[config.mk]
export PLATFORM = sky130hd
export DESIGN_NAME = stc_aloader
export DESIGN_NICKNAME = d
export VERILOG_FILES = /design/src/rtl/stc_aloader_pkg.sv /design/src/rtl/stc_aloader_addrgen.sv /design/src/rtl/stc_aloader.sv
export SDC_FILE = /design/constraint.sdc
export NUM_CORES = 2
export LEC_CHECK = 0
export ABC_AREA = 1
export BUFFER_PORTS_ARGS = -buffer_cell sky130_fd_sc_hd__buf_2
export CAP_MARGIN = 20
export CORE_AREA = 5 5 645 647
export CTS_CLUSTER_SIZE = 24
export DETAILED_ROUTE_END_ITERATION = 10
export DIE_AREA = 0 0 650 652
export GPL_TIMING_DRIVEN = 0
export PLACE_DENSITY = 0.32
export SLEW_MARGIN = 20
export SYNTH_ARGS = -nofsm -noshare
export SYNTH_HDL_FRONTEND = slang
export SYNTH_SLANG_ARGS = --single-unit
[constraint.sdc]
create_clock -name clk -period 2.45 [get_ports clk]
set_clock_uncertainty 0.15 [all_clocks]
set_input_delay 0.49 -clock clk [delete_from_list [all_inputs] [get_ports clk]]
set_output_delay 0.49 -clock clk [all_outputs]
set_load 0.05 [all_outputs]
[src/rtl/stc_aloader_pkg.sv]
// Shared definitions for the sparse-tensor-core A-operand loader.
// FSM encodings and counter-width helpers used by the loader and its address generator.
package stc_aloader_pkg;

    localparam int unsigned ST_W = 2;

    localparam logic [ST_W-1:0] ST_IDLE   = 2'd0;
    localparam logic [ST_W-1:0] ST_LOAD   = 2'd1;
    localparam logic [ST_W-1:0] ST_FILLED = 2'd2;

    // Bits needed to hold values 0..n inclusive.
    function automatic int unsigned cnt_width(input int unsigned n);
        return $clog2(n + 1);
    endfunction

endpackage

[src/rtl/stc_aloader_addrgen.sv]
// Request address generator: running per-array row addresses and request counter.
// Even requests fetch the value row, odd requests the col-index row; both rows advance after the odd one.
module stc_aloader_addrgen
    import stc_aloader_pkg::*;
#(
    parameter int unsigned DW_ADDR = 32,
    parameter int unsigned CNT_W   = 6
) (
    input  logic               clk,
    input  logic               reset,
    input  logic               load,
    input  logic               step,
    input  logic [DW_ADDR-1:0] base_data,
    input  logic [DW_ADDR-1:0] base_cidx,
    input  logic [DW_ADDR-1:0] row_stride,
    output logic [DW_ADDR-1:0] req_addr,
    output logic [CNT_W-1:0]   req_cnt
);

    logic [DW_ADDR-1:0] data_addr;
    logic [DW_ADDR-1:0] cidx_addr;
    logic [DW_ADDR-1:0] stride;
    logic [DW_ADDR-1:0] data_addr_inc;
    logic [DW_ADDR-1:0] cidx_addr_inc;

    // Incremental row multiply; wraps modulo 2^DW_ADDR.
    always_comb begin
        data_addr_inc = data_addr + stride;
        cidx_addr_inc = cidx_addr + stride;
    end

    always_ff @(posedge clk) begin
        if (reset) begin
            data_addr <= '0;
            cidx_addr <= '0;
            stride    <= '0;
            req_addr  <= '0;
            req_cnt   <= '0;
        end else if (load) begin
            data_addr <= base_data;
            cidx_addr <= base_cidx;
            stride    <= row_stride;
            req_addr  <= base_data;
            req_cnt   <= '0;
        end else if (step) begin
            req_cnt <= req_cnt + CNT_W'(1);
            if (!req_cnt[0]) begin
                req_addr <= cidx_addr;
            end else begin
                data_addr <= data_addr_inc;
                cidx_addr <= cidx_addr_inc;
                req_addr  <= data_addr_inc;
            end
        end
    end

endmodule

[src/rtl/stc_aloader.sv]
// Writer side of the sparse-tensor-core A-operand buffer.
// Fetches an M-row compressed tile (value beat + col-index beat per row) and writes it into the buffer.
module stc_aloader
    import stc_aloader_pkg::*;
#(
    parameter int unsigned M       = 16,
    parameter int unsigned DW_MEM  = 512,
    parameter int unsigned DW_COL  = 4,
    parameter int unsigned DW_ADDR = 32,
    parameter int unsigned MAX_OUT = 4
) (
    input  logic               clk,
    input  logic               reset,
    input  logic               start,
    input  logic [DW_ADDR-1:0] base_data,
    input  logic [DW_ADDR-1:0] base_cidx,
    input  logic [DW_ADDR-1:0] row_stride,
    output logic               busy,
    output logic               done,
    output logic               mem_req_valid,
    input  logic               mem_req_ready,
    output logic [DW_ADDR-1:0] mem_req_addr,
    input  logic               mem_rsp_valid,
    output logic               mem_rsp_ready,
    input  logic [DW_MEM-1:0]  mem_rsp_data,
    output logic               write_data_en,
    output logic               write_cidx_en,
    output logic [DW_COL-1:0]  idx,
    output logic [DW_MEM-1:0]  A_data_input,
    output logic [DW_MEM-1:0]  A_colidx_input,
    output logic               tile_valid,
    input  logic               tile_consumed
);

    localparam int unsigned BEATS = 2 * M;
    localparam int unsigned CNT_W = cnt_width(BEATS);
    localparam int unsigned OUT_W = cnt_width(MAX_OUT);

    logic [ST_W-1:0]  state;
    logic [ST_W-1:0]  state_nxt;
    logic             load;
    logic             req_fire;
    logic             rsp_fire;
    logic [CNT_W-1:0] req_cnt;
    logic [CNT_W-1:0] req_cnt_nxt;
    logic [CNT_W-1:0] rsp_cnt;
    logic [CNT_W-1:0] rsp_cnt_nxt;
    logic [OUT_W-1:0] outst;
    logic [OUT_W-1:0] outst_nxt;
    logic             req_valid_nxt;
    logic             done_nxt;

    always_comb begin
        req_fire = mem_req_valid & mem_req_ready;
        rsp_fire = mem_rsp_valid & mem_rsp_ready;
    end

    stc_aloader_addrgen #(
        .DW_ADDR (DW_ADDR),
        .CNT_W   (CNT_W)
    ) u_addrgen (
        .clk        (clk),
        .reset      (reset),
        .load       (load),
        .step       (req_fire),
        .base_data  (base_data),
        .base_cidx  (base_cidx),
        .row_stride (row_stride),
        .req_addr   (mem_req_addr),
        .req_cnt    (req_cnt)
    );

    always_ff @(posedge clk) begin
        if (reset) begin
            state <= ST_IDLE;
        end else begin
            state <= state_nxt;
        end
    end

    // Next state plus next-cycle counter values that feed the registered outputs.
    always_comb begin
        state_nxt     = state;
        load          = 1'b0;
        done_nxt      = 1'b0;
        case (state)
            ST_IDLE: begin
                if (start) begin
                    state_nxt = ST_LOAD;
                    load      = 1'b1;
                end
            end
            ST_LOAD: begin
                if (rsp_cnt == CNT_W'(BEATS)) begin
                    state_nxt = ST_FILLED;
                end
            end
            ST_FILLED: begin
                if (tile_consumed) begin
                    state_nxt = ST_IDLE;
                    done_nxt  = 1'b1;
                end
            end
            default: state_nxt = ST_IDLE;
        endcase

        req_cnt_nxt = load ? '0 : req_cnt + CNT_W'(req_fire);
        rsp_cnt_nxt = load ? '0 : rsp_cnt + CNT_W'(rsp_fire);
        outst_nxt   = load ? '0 : outst + OUT_W'(req_fire) - OUT_W'(rsp_fire);

        // Built from next-cycle values so valid can only fall after a handshake.
        req_valid_nxt = (state_nxt == ST_LOAD) &&
                        (req_cnt_nxt < CNT_W'(BEATS)) &&
                        (outst_nxt < OUT_W'(MAX_OUT));
    end

    always_ff @(posedge clk) begin
        if (reset) begin
            rsp_cnt       <= '0;
            outst         <= '0;
            mem_req_valid <= 1'b0;
            mem_rsp_ready <= 1'b0;
            busy          <= 1'b0;
            done          <= 1'b0;
            tile_valid    <= 1'b0;
        end else begin
            rsp_cnt       <= rsp_cnt_nxt;
            outst         <= outst_nxt;
            mem_req_valid <= req_valid_nxt;
            mem_rsp_ready <= (state_nxt == ST_LOAD);
            busy          <= (state_nxt != ST_IDLE);
            done          <= done_nxt;
            tile_valid    <= (state_nxt == ST_FILLED);
        end
    end

    // Buffer write port: beat k lands one cycle after its handshake, row k>>1.
    always_ff @(posedge clk) begin
        if (reset) begin
            write_data_en  <= 1'b0;
            write_cidx_en  <= 1'b0;
            idx            <= '0;
            A_data_input   <= '0;
            A_colidx_input <= '0;
        end else begin
            write_data_en <= rsp_fire & ~rsp_cnt[0];
            write_cidx_en <= rsp_fire &  rsp_cnt[0];
            if (rsp_fire) begin
                idx <= DW_COL'(rsp_cnt >> 1);
                if (!rsp_cnt[0]) begin
                    A_data_input <= mem_rsp_data;
                end else begin
                    A_colidx_input <= mem_rsp_data;
                end
            end
        end
    end

endmodule

==> flow_summary.json <==
{
  "whs_ns": 0.131,
  "netlist.area_leader.share_pct": 51.0,
  "finalWirelength_mm": 409,
  "root_buffer": "clkbuf_16",
  "fin_nets": 9569,
  "grt_overflow": 0,
  "io_pins": 1681,
  "vias_per_cell": 3.76,
  "synth_cell_types": 40,
  "dp_cells": 13500,
  "required_ns": 3.03,
  "worst_pin_slew_ns": 0.872,
  "syn_inst": 6403,
  "power-per-cell-area_nw_per_um2": 756,
  "start_util_pct": 11.3,
  "dr.pass1.iters": 6,
  "dieArea_um2": 424000,
  "fmax_mhz": 418,
  "outcome": "finished, final reports clean",
  "wl_per_cell_um": 28.1,
  "worst-r2r-cell-count": 11,
  "grt_pass1_wl_mm": 527,
  "postSynthAreaPerCell_um2": 7.24,
  "hold_viol": 0,
  "post-route-period-util_pct": 97.8,
  "yosys-top-cells-area": "dfxtp_1 (51%), nor2_1 (18%), o21ai_0 (13%)",
  "setup_tns_ns": 0,
  "maxSlewHeadroom_pct": 41.8,
  "port_buffers": 1680,
  "worst_ep_arrival_time_ns": 2.97,
  "drive_gt1_share_pct": 26.4,
  "coreArea_um2": 409000,
  "die_y_um": 652,
  "final_util_pct": 18.3,
  "drc": 0,
  "finalSetupViolCount": 0,
  "drt_iter0_drc": 4539,
  "antenna_found_initial": 225,
  "grt_start_max_net_pins": 14,
  "p_leak_nw": 36.2,
  "rsz0062_at_grt": "yes",
  "yosysWarnings": 0,
  "cts.sinks": 1180,
  "grt_util_all_layers_pct": 18.4,
  "peakVddDrop_mv": 0.485,
  "hold_path.class": "in2reg",
  "cts.clk_slew.worst_paths_ns": 0.06,
  "p_total_w": 0.0565,
  "cts_inserted_buffers": 165,
  "cts_tree": "built",
  "fin_crit_ns": 2.39,
  "path_class": "reg2reg",
  "vias": 54700,
  "row_count": 235,
  "dp_hpwl_mm": 345,
  "final_antenna_net_count": 0,
  "synth.largest_area_cell": "dfxtp_1",
  "ys_seq_area_share_pct": 51.0,
  "maxCapViolations": 0,
  "clk_latency_ns": 0.84,
  "areaGrowthSynthToFinish_pct": 61.1,
  "ys_ff_latch": 1180,
  "clockBufferDepth": 4,
  "place.gp.congestion": 0.940,
  "htree_levels": 4,
  "final_cells": 14500,
  "critical_path.max_fanout": 4,
  "die_width_um": 650,
  "start_kind": "register",
  "slew_viol_final": 0,
  "synth_nets": 7088,
  "grt_pass1_vias": 53500,
  "min_path_cells": 5,
  "end_kind": "register",
  "syn_area_um2": 46400
}
[cell type report]
cell class | instances | area, µm²
clock buffers | 241 | 4940
well taps | 5451 | 6820
flip-flops and latches | 1180 | 23700
inverters | 316 | 1230
fillers | 47000 | 334000
repair buffers | 2317 | 14900
multi-input cells | 4500 | 20100
plain buffers | 404 | 2170
clock inverters | 54 | 633
diodes | 82 | 205
[logic make-up (layout without fill, tap and decap cells)]
group           Yosys count  count (layout)  share of synthesized area [%]
buf+inv                 723            3332                           6.29
flops                  1180            1180                           51.0
fa+ha+maj                71              71                           1.96
simple gates           3068            3068                           25.6
compound gates         1336            1336                           14.7
xor+xnor                 25              25                          0.472
other cells               0              82                              0
[critical path: stages, from the launching register on]
cell and delay (ns):
dfxtp_2 0.37, ha_4 0.20, fa_2 0.39, buf_4 0.16, nand3_1 0.08, nand3b_1 0.21, nand2_1 0.15, nand2_1 0.06
nand2_1 0.08, nand3_2 0.10, a21oi_4 0.26, nor2_1 0.06
[cell usage after synthesis]
master / count
nand3b_2: 1
xor2_1: 12
buf_4: 7
nor3_1: 12
or2_2: 4
nand3_1: 88
a21oi_1: 94
nand2b_1: 2
a31oi_1: 37
o21bai_1: 3
buf_2: 138
dfxtp_1: 1180
nor2_2: 7
clkinv_1: 1
buf_1: 2
clkinv_2: 1
o21ai_0: 1167
a211oi_1: 1
inv_1: 308
clkbuf_1: 260
nand2_1: 645
a21o_1: 4
inv_2: 6
nor3_2: 2
nand2_2: 21
nand3_2: 7
nor2_1: 2258
fa_1: 3
and2_1: 6
nor4_1: 2
and2_0: 1
ha_1: 68
nor3b_1: 2
nand3b_1: 2
nor3_4: 1
xnor2_1: 13
nand4_1: 7
o211ai_1: 9
o21ai_1: 6
a21oi_2: 15
[registers in the layout, summed over array words and instances (netlist names)]
signal and flops:
write_data_en 1, state 2, rsp_cnt 6, write_cidx_en 1, done 1, A_colidx_input 512
A_data_input 512, u_addrgen.stride 32, busy 1, u_addrgen.cidx_addr 32, tile_valid 1, idx 4
u_addrgen.data_addr 32, mem_rsp_ready 1, u_addrgen.req_addr 32, outst 3, mem_req_valid 1, u_addrgen.req_cnt 6
[path summary, 6_finish.rpt]
kind,to,slack (ns),startpoint
worst min register to register,done,0.32,state[0]
worst min-delay path,u_addrgen.req_cnt[2],0.13,start
worst max register to register,u_addrgen.req_addr[18],0.06,u_addrgen.stride[0]
worst max-delay path,u_addrgen.req_addr[18],0.06,u_addrgen.stride[0]
[power breakdown]
group / internal, W / switching [W] / leakage [nW]
sequential: 0.0201 / 0.000613 / 9.61
clock: 0.0151 / 0.0106 / 2.75
combinational: 0.00266 / 0.00748 / 23.8
[cell usage in the layout, fill, tap and decap left out, types with 16 or more instances in the layout]
master         count
inv_1            307
buf_2           1770
a31oi_1           37
o21ai_0         1164
clkbuf_4          23
dlygate4sd3_1    612
nor2_2            28
clkbuf_1         178
buf_4             53
dfxtp_1         1159
nand2_2           30
clkinv_2          26
clkbuf_16        171
nand3_1           82
clkbuf_8          43
ha_1              50
dfxtp_2           16
nand2_1          635
a21oi_1           85
nor2_1          2235
diode_2           82
clkbuf_2          86
a21oi_2           21
[routing by layer]
layer / vias up / track usage, % / part of all wire (%)
li1: 25500 / - / -
met1: 26000 / 22.0 / 40
met2: 2375 / 30.9 / 47
met3: 685 / 6.30 / 9.0
met4: 132 / 5.28 / 3.3
met5: - / 0 / 0.21
[stage by stage]
| step | area, µm² | setup slack [ns] |
|---|---|---|
| 5_1_grt | 74600 | -0.00557 |
| 2_1_floorplan | 46400 | 0.0822 |
| 3_5_place_dp | 61700 | -3.16 |
| 4_1_cts | 74100 | -0.0545 |
| 3_3_place_gp | 61600 | -3.14 |
| 6_report | 74700 | 0.0551 |
[timing repair]
action                                   CTS  global route
setup buffers                             11             9
hold buffers                             612             0
gates cloned                               1             0
endpoints found under the setup margin  1130           686
endpoints found under the hold margin   1164             0
pin swaps                                  3             9
gates resized for setup                  187           192
Power figures use the tool's default switching activity.
